### src/rtl/i2c_cond_pkg.sv
// Shared types and default timing constants for the I2C line conditioner.
package i2c_cond_pkg;

  // Bus ownership as seen from the pad side.
  typedef enum logic [1:0] {
    IDLE    = 2'd0,
    BUSY    = 2'd1,
    TIMEOUT = 2'd2
  } bus_state_t;

  // Defaults sized for a 50 MHz system clock.
  localparam int DEF_FILT_CYCLES    = 5;        // 100 ns
  localparam int DEF_HOLD_CYCLES    = 15;       // 300 ns
  localparam int DEF_TIMEOUT_CYCLES = 1250000;  // 25 ms

endpackage

### src/rtl/i2c_glitch_filter.sv
// Two-flop synchroniser followed by a stability filter for one raw pad line.
// The filtered level only follows the synchronised input after it has
// differed from the current level for FILT_CYCLES consecutive cycles.
// A one-cycle fall strobe is raised in the cycle the level is about to
// drop, so downstream logic can react on the same edge the level changes.
module i2c_glitch_filter
  import i2c_cond_pkg::*;
#(
  parameter int FILT_CYCLES = DEF_FILT_CYCLES
) (
  input  logic clk,
  input  logic reset,
  input  logic raw,
  output logic level,
  output logic fall
);

  localparam int CW = $clog2(FILT_CYCLES + 1);
  localparam logic [CW-1:0] CNT_LAST = CW'(FILT_CYCLES - 1);

  logic          sync1_r;
  logic          sync2_r;
  logic          level_r;
  logic [CW-1:0] cnt_r;
  logic          accept_s;

  // The level flips on the cycle the disagreement run reaches its final count.
  assign accept_s = (sync2_r != level_r) && (cnt_r == CNT_LAST);
  assign fall     = accept_s && level_r;
  assign level    = level_r;

  // Synchronise the pad and count how long it has disagreed with the level.
  always_ff @(posedge clk) begin
    if (reset) begin
      sync1_r <= 1'b1;
      sync2_r <= 1'b1;
      level_r <= 1'b1;
      cnt_r   <= {CW{1'b0}};
    end else begin
      sync1_r <= raw;
      sync2_r <= sync1_r;
      if (sync2_r == level_r) begin
        cnt_r <= {CW{1'b0}};
      end else if (accept_s) begin
        level_r <= sync2_r;
        cnt_r   <= {CW{1'b0}};
      end else begin
        cnt_r <= cnt_r + CW'(1);
      end
    end
  end

endmodule

### src/rtl/i2c_line_conditioner.sv
// Pad-side stage in front of the I2C slave bridge: filters SCL/SDA towards
// the bridge, registers the bridge's pull-down requests onto the pads with
// an SDA hold window after SCL falls, tracks START/STOP and bus ownership,
// and lets go of a bus whose SCL stays low too long while a transfer is open.
module i2c_line_conditioner
  import i2c_cond_pkg::*;
#(
  parameter int FILT_CYCLES    = DEF_FILT_CYCLES,
  parameter int HOLD_CYCLES    = DEF_HOLD_CYCLES,
  parameter int TIMEOUT_CYCLES = DEF_TIMEOUT_CYCLES
) (
  input  logic clk_clk,
  input  logic reset_reset,
  input  logic scl_pad_in,
  input  logic sda_pad_in,
  output logic scl_pad_oe,
  output logic sda_pad_oe,
  output logic bridge_clk_in,
  output logic bridge_data_in,
  input  logic bridge_clk_oe,
  input  logic bridge_data_oe,
  input  logic timeout_clr,
  output logic start_pulse,
  output logic stop_pulse,
  output logic bus_busy,
  output logic bus_timeout
);

  localparam int HW = $clog2(HOLD_CYCLES + 1);
  localparam int TW = $clog2(TIMEOUT_CYCLES + 1);
  localparam logic [HW-1:0] HOLD_LOAD = HW'(HOLD_CYCLES);
  localparam logic [TW-1:0] LOW_LAST  = TW'(TIMEOUT_CYCLES - 1);

  logic          scl_f_s;
  logic          sda_f_s;
  logic          scl_fall_s;
  logic          sda_fall_unused_s;  // SDA falls are handled via the delayed copy
  logic          scl_d_r;
  logic          sda_d_r;
  logic          start_s;
  logic          stop_s;
  logic          enter_to_s;
  bus_state_t    state_r;
  bus_state_t    state_nxt_s;
  logic [TW-1:0] low_cnt_r;
  logic [HW-1:0] hold_cnt_r;
  logic          start_pulse_r;
  logic          stop_pulse_r;
  logic          bus_busy_r;
  logic          bus_timeout_r;
  logic          scl_oe_r;
  logic          sda_oe_r;

  i2c_glitch_filter #(.FILT_CYCLES(FILT_CYCLES)) u_scl_filt (
    .clk   (clk_clk),
    .reset (reset_reset),
    .raw   (scl_pad_in),
    .level (scl_f_s),
    .fall  (scl_fall_s)
  );

  i2c_glitch_filter #(.FILT_CYCLES(FILT_CYCLES)) u_sda_filt (
    .clk   (clk_clk),
    .reset (reset_reset),
    .raw   (sda_pad_in),
    .level (sda_f_s),
    .fall  (sda_fall_unused_s)
  );

  // SDA moving while SCL is steadily high; a simultaneous SCL change is no event.
  assign start_s    = scl_d_r && scl_f_s && sda_d_r && !sda_f_s;
  assign stop_s     = scl_d_r && scl_f_s && !sda_d_r && sda_f_s;
  assign enter_to_s = (state_r == BUSY) && (state_nxt_s == TIMEOUT);

  assign bridge_clk_in  = scl_f_s;
  assign bridge_data_in = sda_f_s;
  assign scl_pad_oe     = scl_oe_r;
  assign sda_pad_oe     = sda_oe_r;
  assign start_pulse    = start_pulse_r;
  assign stop_pulse     = stop_pulse_r;
  assign bus_busy       = bus_busy_r;
  assign bus_timeout    = bus_timeout_r;

  // Next bus state from START/STOP events and the SCL-low watchdog.
  always_comb begin
    state_nxt_s = state_r;
    case (state_r)
      IDLE: begin
        if (start_s) state_nxt_s = BUSY;
        else         state_nxt_s = IDLE;
      end
      BUSY: begin
        if (stop_s)                     state_nxt_s = IDLE;
        else if (start_s)               state_nxt_s = BUSY;
        else if (low_cnt_r == LOW_LAST) state_nxt_s = TIMEOUT;
        else                            state_nxt_s = BUSY;
      end
      TIMEOUT: begin
        if (scl_f_s && sda_f_s) state_nxt_s = IDLE;
        else                    state_nxt_s = TIMEOUT;
      end
      default: state_nxt_s = IDLE;
    endcase
  end

  // State, delayed line copies, event pulses and status flags.
  always_ff @(posedge clk_clk) begin
    if (reset_reset) begin
      state_r       <= IDLE;
      scl_d_r       <= 1'b1;
      sda_d_r       <= 1'b1;
      start_pulse_r <= 1'b0;
      stop_pulse_r  <= 1'b0;
      bus_busy_r    <= 1'b0;
      bus_timeout_r <= 1'b0;
    end else begin
      state_r       <= state_nxt_s;
      scl_d_r       <= scl_f_s;
      sda_d_r       <= sda_f_s;
      start_pulse_r <= start_s;
      stop_pulse_r  <= stop_s;
      bus_busy_r    <= (state_nxt_s == BUSY);
      if (enter_to_s)       bus_timeout_r <= 1'b1;
      else if (timeout_clr) bus_timeout_r <= 1'b0;
      else                  bus_timeout_r <= bus_timeout_r;
    end
  end

  // Count consecutive SCL-low cycles while a transfer stays open.
  always_ff @(posedge clk_clk) begin
    if (reset_reset) begin
      low_cnt_r <= {TW{1'b0}};
    end else if ((state_r == BUSY) && (state_nxt_s == BUSY) && !scl_f_s) begin
      if (low_cnt_r == LOW_LAST) low_cnt_r <= low_cnt_r;
      else                       low_cnt_r <= low_cnt_r + TW'(1);
    end else begin
      low_cnt_r <= {TW{1'b0}};
    end
  end

  // SDA hold window, (re)armed on the edge the filtered SCL drops.
  always_ff @(posedge clk_clk) begin
    if (reset_reset) begin
      hold_cnt_r <= {HW{1'b0}};
    end else if (scl_fall_s) begin
      hold_cnt_r <= HOLD_LOAD;
    end else if (hold_cnt_r != {HW{1'b0}}) begin
      hold_cnt_r <= hold_cnt_r - HW'(1);
    end else begin
      hold_cnt_r <= hold_cnt_r;
    end
  end

  // Pad pull-downs: follow the bridge, freeze SDA in the hold window, release on timeout.
  always_ff @(posedge clk_clk) begin
    if (reset_reset) begin
      scl_oe_r <= 1'b0;
      sda_oe_r <= 1'b0;
    end else if (state_nxt_s == TIMEOUT) begin
      scl_oe_r <= 1'b0;
      sda_oe_r <= 1'b0;
    end else begin
      scl_oe_r <= bridge_clk_oe;
      if (hold_cnt_r != {HW{1'b0}}) sda_oe_r <= sda_oe_r;
      else                          sda_oe_r <= bridge_data_oe;
    end
  end

endmodule

### config.mk
export PLATFORM = sky130hd
export DESIGN_NAME = i2c_line_conditioner
export DESIGN_NICKNAME = d
export VERILOG_FILES = /design/src/rtl/i2c_cond_pkg.sv /design/src/rtl/i2c_glitch_filter.sv /design/src/rtl/i2c_line_conditioner.sv
export SDC_FILE = /design/constraint.sdc
export NUM_CORES = 1
export LEC_CHECK = 0
export BUFFER_PORTS_ARGS = -buffer_cell sky130_fd_sc_hd__clkbuf_2
export CAP_MARGIN = 15
export CORE_MARGIN = 2
export CORE_UTILIZATION = 39
export CTS_BUF_LIST = sky130_fd_sc_hd__clkbuf_8 sky130_fd_sc_hd__clkbuf_16
export CTS_CLUSTER_DIAMETER = 30
export DETAILED_ROUTE_END_ITERATION = 10
export PLACE_DENSITY_LB_ADDON = 0.08
export SLEW_MARGIN = 5
export SYNTH_ARGS = -nofsm -noshare
export SYNTH_HDL_FRONTEND = slang
export SYNTH_SLANG_ARGS = --single-unit
### constraint.sdc
create_clock -name clk_clk -period 5.3 [get_ports clk_clk]
set_input_delay 0.53 -clock clk_clk [delete_from_list [all_inputs] [get_ports clk_clk]]
set_output_delay 0.53 -clock clk_clk [all_outputs]
set_load 0.005 [all_outputs]
==> run summary <==
Placer Congestion - 0.7758
Initial Util - 0.3992
Global route hottest layer - met2
Clock-pin slew on the worst setup and hold paths - 0.09 ns
Design area - 0.002232 mm²
Area of the multi-input gates - 0.001018 mm²
Final hold slack - 0.4143 ns
Simple-gate portion of the synthesized area - 0.2718
Htree depth - 2
Layout cells sized above 1 - 0.1528
Clock Tree Buf Depth - 2
CTS tree - built
Kind of cell adding the most delay to the critical path - simple AND/OR/NAND/NOR gates
Outcome - complete, no violations
Worst endpoint data arrival time - 2.23 ns
Wire length per cell - 12.36 µm
Post-synth top area cell - dfxtp_1
Core box area - 0.005075 mm²
NumNets Final - 242
Standard-cell rows - 26
Fin util - 0.4398
Data required, critical path - 5.52 ns
DR vias - 1544
Proportion of synthesized area in mux cells - 0.01482
Setup CP Type - flop to flop
Critical-path maximum fanout - 8
Met1 Use GR - 0.1665
Root Buffer - clkbuf_8
Most common cell in the netlist - dfxtp_1
Port Buffer Count - 14
Distinct cells, synth - 45
Met2 usage in global routing - 0.2366
FF+latch area - 940.9 µm²
Synth Area in Adders - 0.04324
Top cells by count, synth - dfxtp_1, nor2_1, nand2_1
Worst path max stage delay - 0.53 ns
Endpoints failing hold - 0
Vias in the first global route - 1536
Post-synthesis net count - 230
Synth Instances - 216
Sequential area share after synthesis - 0.4645
Final Skew - 0.006729 ns
Final Power - 674.2 µW
Slowest CP cell - or3_1
GR met3 Demand/Resource - 0.04265
First-pass GRT wire length - 6658 µm
# resized after CTS - 0
Synth Area per Inst - 9.378 µm²
Drt drc - 0
Die Ht - 76.07 µm
Clock latency on the worst-skew pair - 0.29 ns
Largest net degree at the start of global routing - 25
Count of flip-flops with a built-in enable after synthesis - 0
Final setup violating endpoints - 0
Leakage - 0.0008029 µW
Postcts setup bufs - 0
Main flop type after synthesis - dfxtp_1
Synth Cell Area - 0.002026 mm²
Initial DRC count - 73
Die footprint - 0.005787 mm²
Die X-Extent - 76.07 µm
Fmax - 0.4964 GHz
# fillers - 524
Final period utilization - 0.3801
I/O Pins - 15
Compound-Gate Fraction of Synth Area - 0.09944
Clock buffer count from CTS - 5
Power Density - 302.0 mW/mm²
Worst path buffer plus inverter count - 0
Final Critical Period - 2.014 ns
RSZ-0062 raised after global routing - no
TritonCTS Sinks - 47
Initial antenna violation count - 0
Critical path, cell by cell - ha_1 > nand3_2 > or3_1 > or4_1 > a21oi_1
Post-synth top area share - 0.4645
Ys async rst share - 0
#FFs+latches synth - 47
Total GRT Usage - 0.1383
Hold_buf cts - 0
Worst hold-check path type - primary input to flop
Antenna Cells - 0
Cells taking the most area after synthesis - dfxtp_1, ha_1, nor2_1
Peak supply drop - 130.2 µV
Relative max-transition margin - 0.4816
Fin Setup TNS - 0 ns
Via-to-Cell Ratio - 5.164
Endpoint type of the worst setup path - flop
Worst-Margin Slew - 0.7771 ns
DR pass1 iterations - 4
Area Overhead vs Synth - 10.19%
Pins Over Slew Limit - 0
CP startpoint kind - flop
GR Overflow Total - 0
Post-route ant nets - 0
Placed Area - 0.002147 mm²
Final wirelength - 3695 µm
Detailed Place HPWL - 2634 µm
Main combinational cell family by area after synthesis - simple AND/OR/NAND/NOR gates
Post-synthesis xor/xnor area fraction - 0.07350
Max_cap viols - 0
Synthesis Warnings - 0
path summary, 6_finish.rpt:
| path | from | to | slack, ns | cells past startpoint |
|---|---|---|---|---|
| setup / recovery | low_cnt_r[0] | low_cnt_r[20] | 3.29 | 5 |
| setup reg to reg | low_cnt_r[0] | low_cnt_r[20] | 3.29 | 5 |
| hold / removal | sda_pad_in | u_sda_filt.sync1_r | 0.41 | 2 |
| hold reg to reg | u_scl_filt.sync1_r | u_scl_filt.sync2_r | 0.42 | 1 |
metrics by stage:
stage               std cells  setup WS, ns
global placement          291         3.286
CTS                       299         3.271
detailed placement        291         3.208
global route              299         2.986
floorplan                 216         3.468
finish                    299         3.286
logic make-up (layout without fill, tap and decap cells):
group                    Yosys count  count (layout)
AND/OR/NAND/NOR                   95              95
flip-flops                        47              47
AO/OA/AOI/OAI                     30              30
XOR/XNOR                          17              17
buffers and inverters             17              30
adder cells (fa/ha/maj)            7               7
multiplexers                       3               3
power by group:
part	leakage (µW)	total, µW	internal, µW	switching [µW]
logic	0.000376	87.2	44.1	43.1
registers	0.000381	382	371	11.3
clock network	0.0000453	205	90.4	115
cells in the final DEF (no fill, tap or decap), types with 3 or more instances in the layout:
cell type,synthesis,routed
o31ai_1,4,4
clkbuf_8,0,5
and4_1,3,3
nand3_1,4,4
dfxtp_1,47,47
nor3_1,3,3
nor4_1,3,3
and3_1,7,7
ha_1,7,7
o21ai_0,4,4
nor4b_1,3,3
xnor2_1,9,9
nand4_1,5,5
a21oi_1,12,12
or2_2,6,6
nand2_1,13,13
inv_1,8,9
clkbuf_2,0,14
xor2_1,8,8
mux2i_1,3,3
nor2_1,23,23
or3_1,4,4
or4_1,4,4
flip-flops by register name, indices dropped and copies added (netlist names), 2 cells and up:
name,cells
u_sda_filt.cnt_r,3
u_scl_filt.cnt_r,3
state_r,2
low_cnt_r,21
hold_cnt_r,4
per-layer routing:
| layer | wire [µm] | share of wire |
|---|---|---|
| met5 | 0 | 0 |
| met4 | 20 | 0.0054 |
| met3 | 107 | 0.029 |
| met2 | 1871 | 0.51 |
| met1 | 1695 | 0.46 |
cell type report:
type | count | share of cell area
multi-input cells | 152 | 0.4563
clock inverters | 3 | 0.007287
flip-flops and latches | 47 | 0.4215
repair buffers | 14 | 0.03139
inverters | 8 | 0.01345
well taps | 70 | 0.03924
clock buffers | 5 | 0.03083
worst register-to-register path: stages (launching register included):
cell and delay (ns):
dfxtp_1 0.37, ha_1 0.22, nand3_2 0.18, or3_1 0.53, or4_1 0.50, a21oi_1 0.14
No activity file was read; power rests on OpenSTA's default activity.
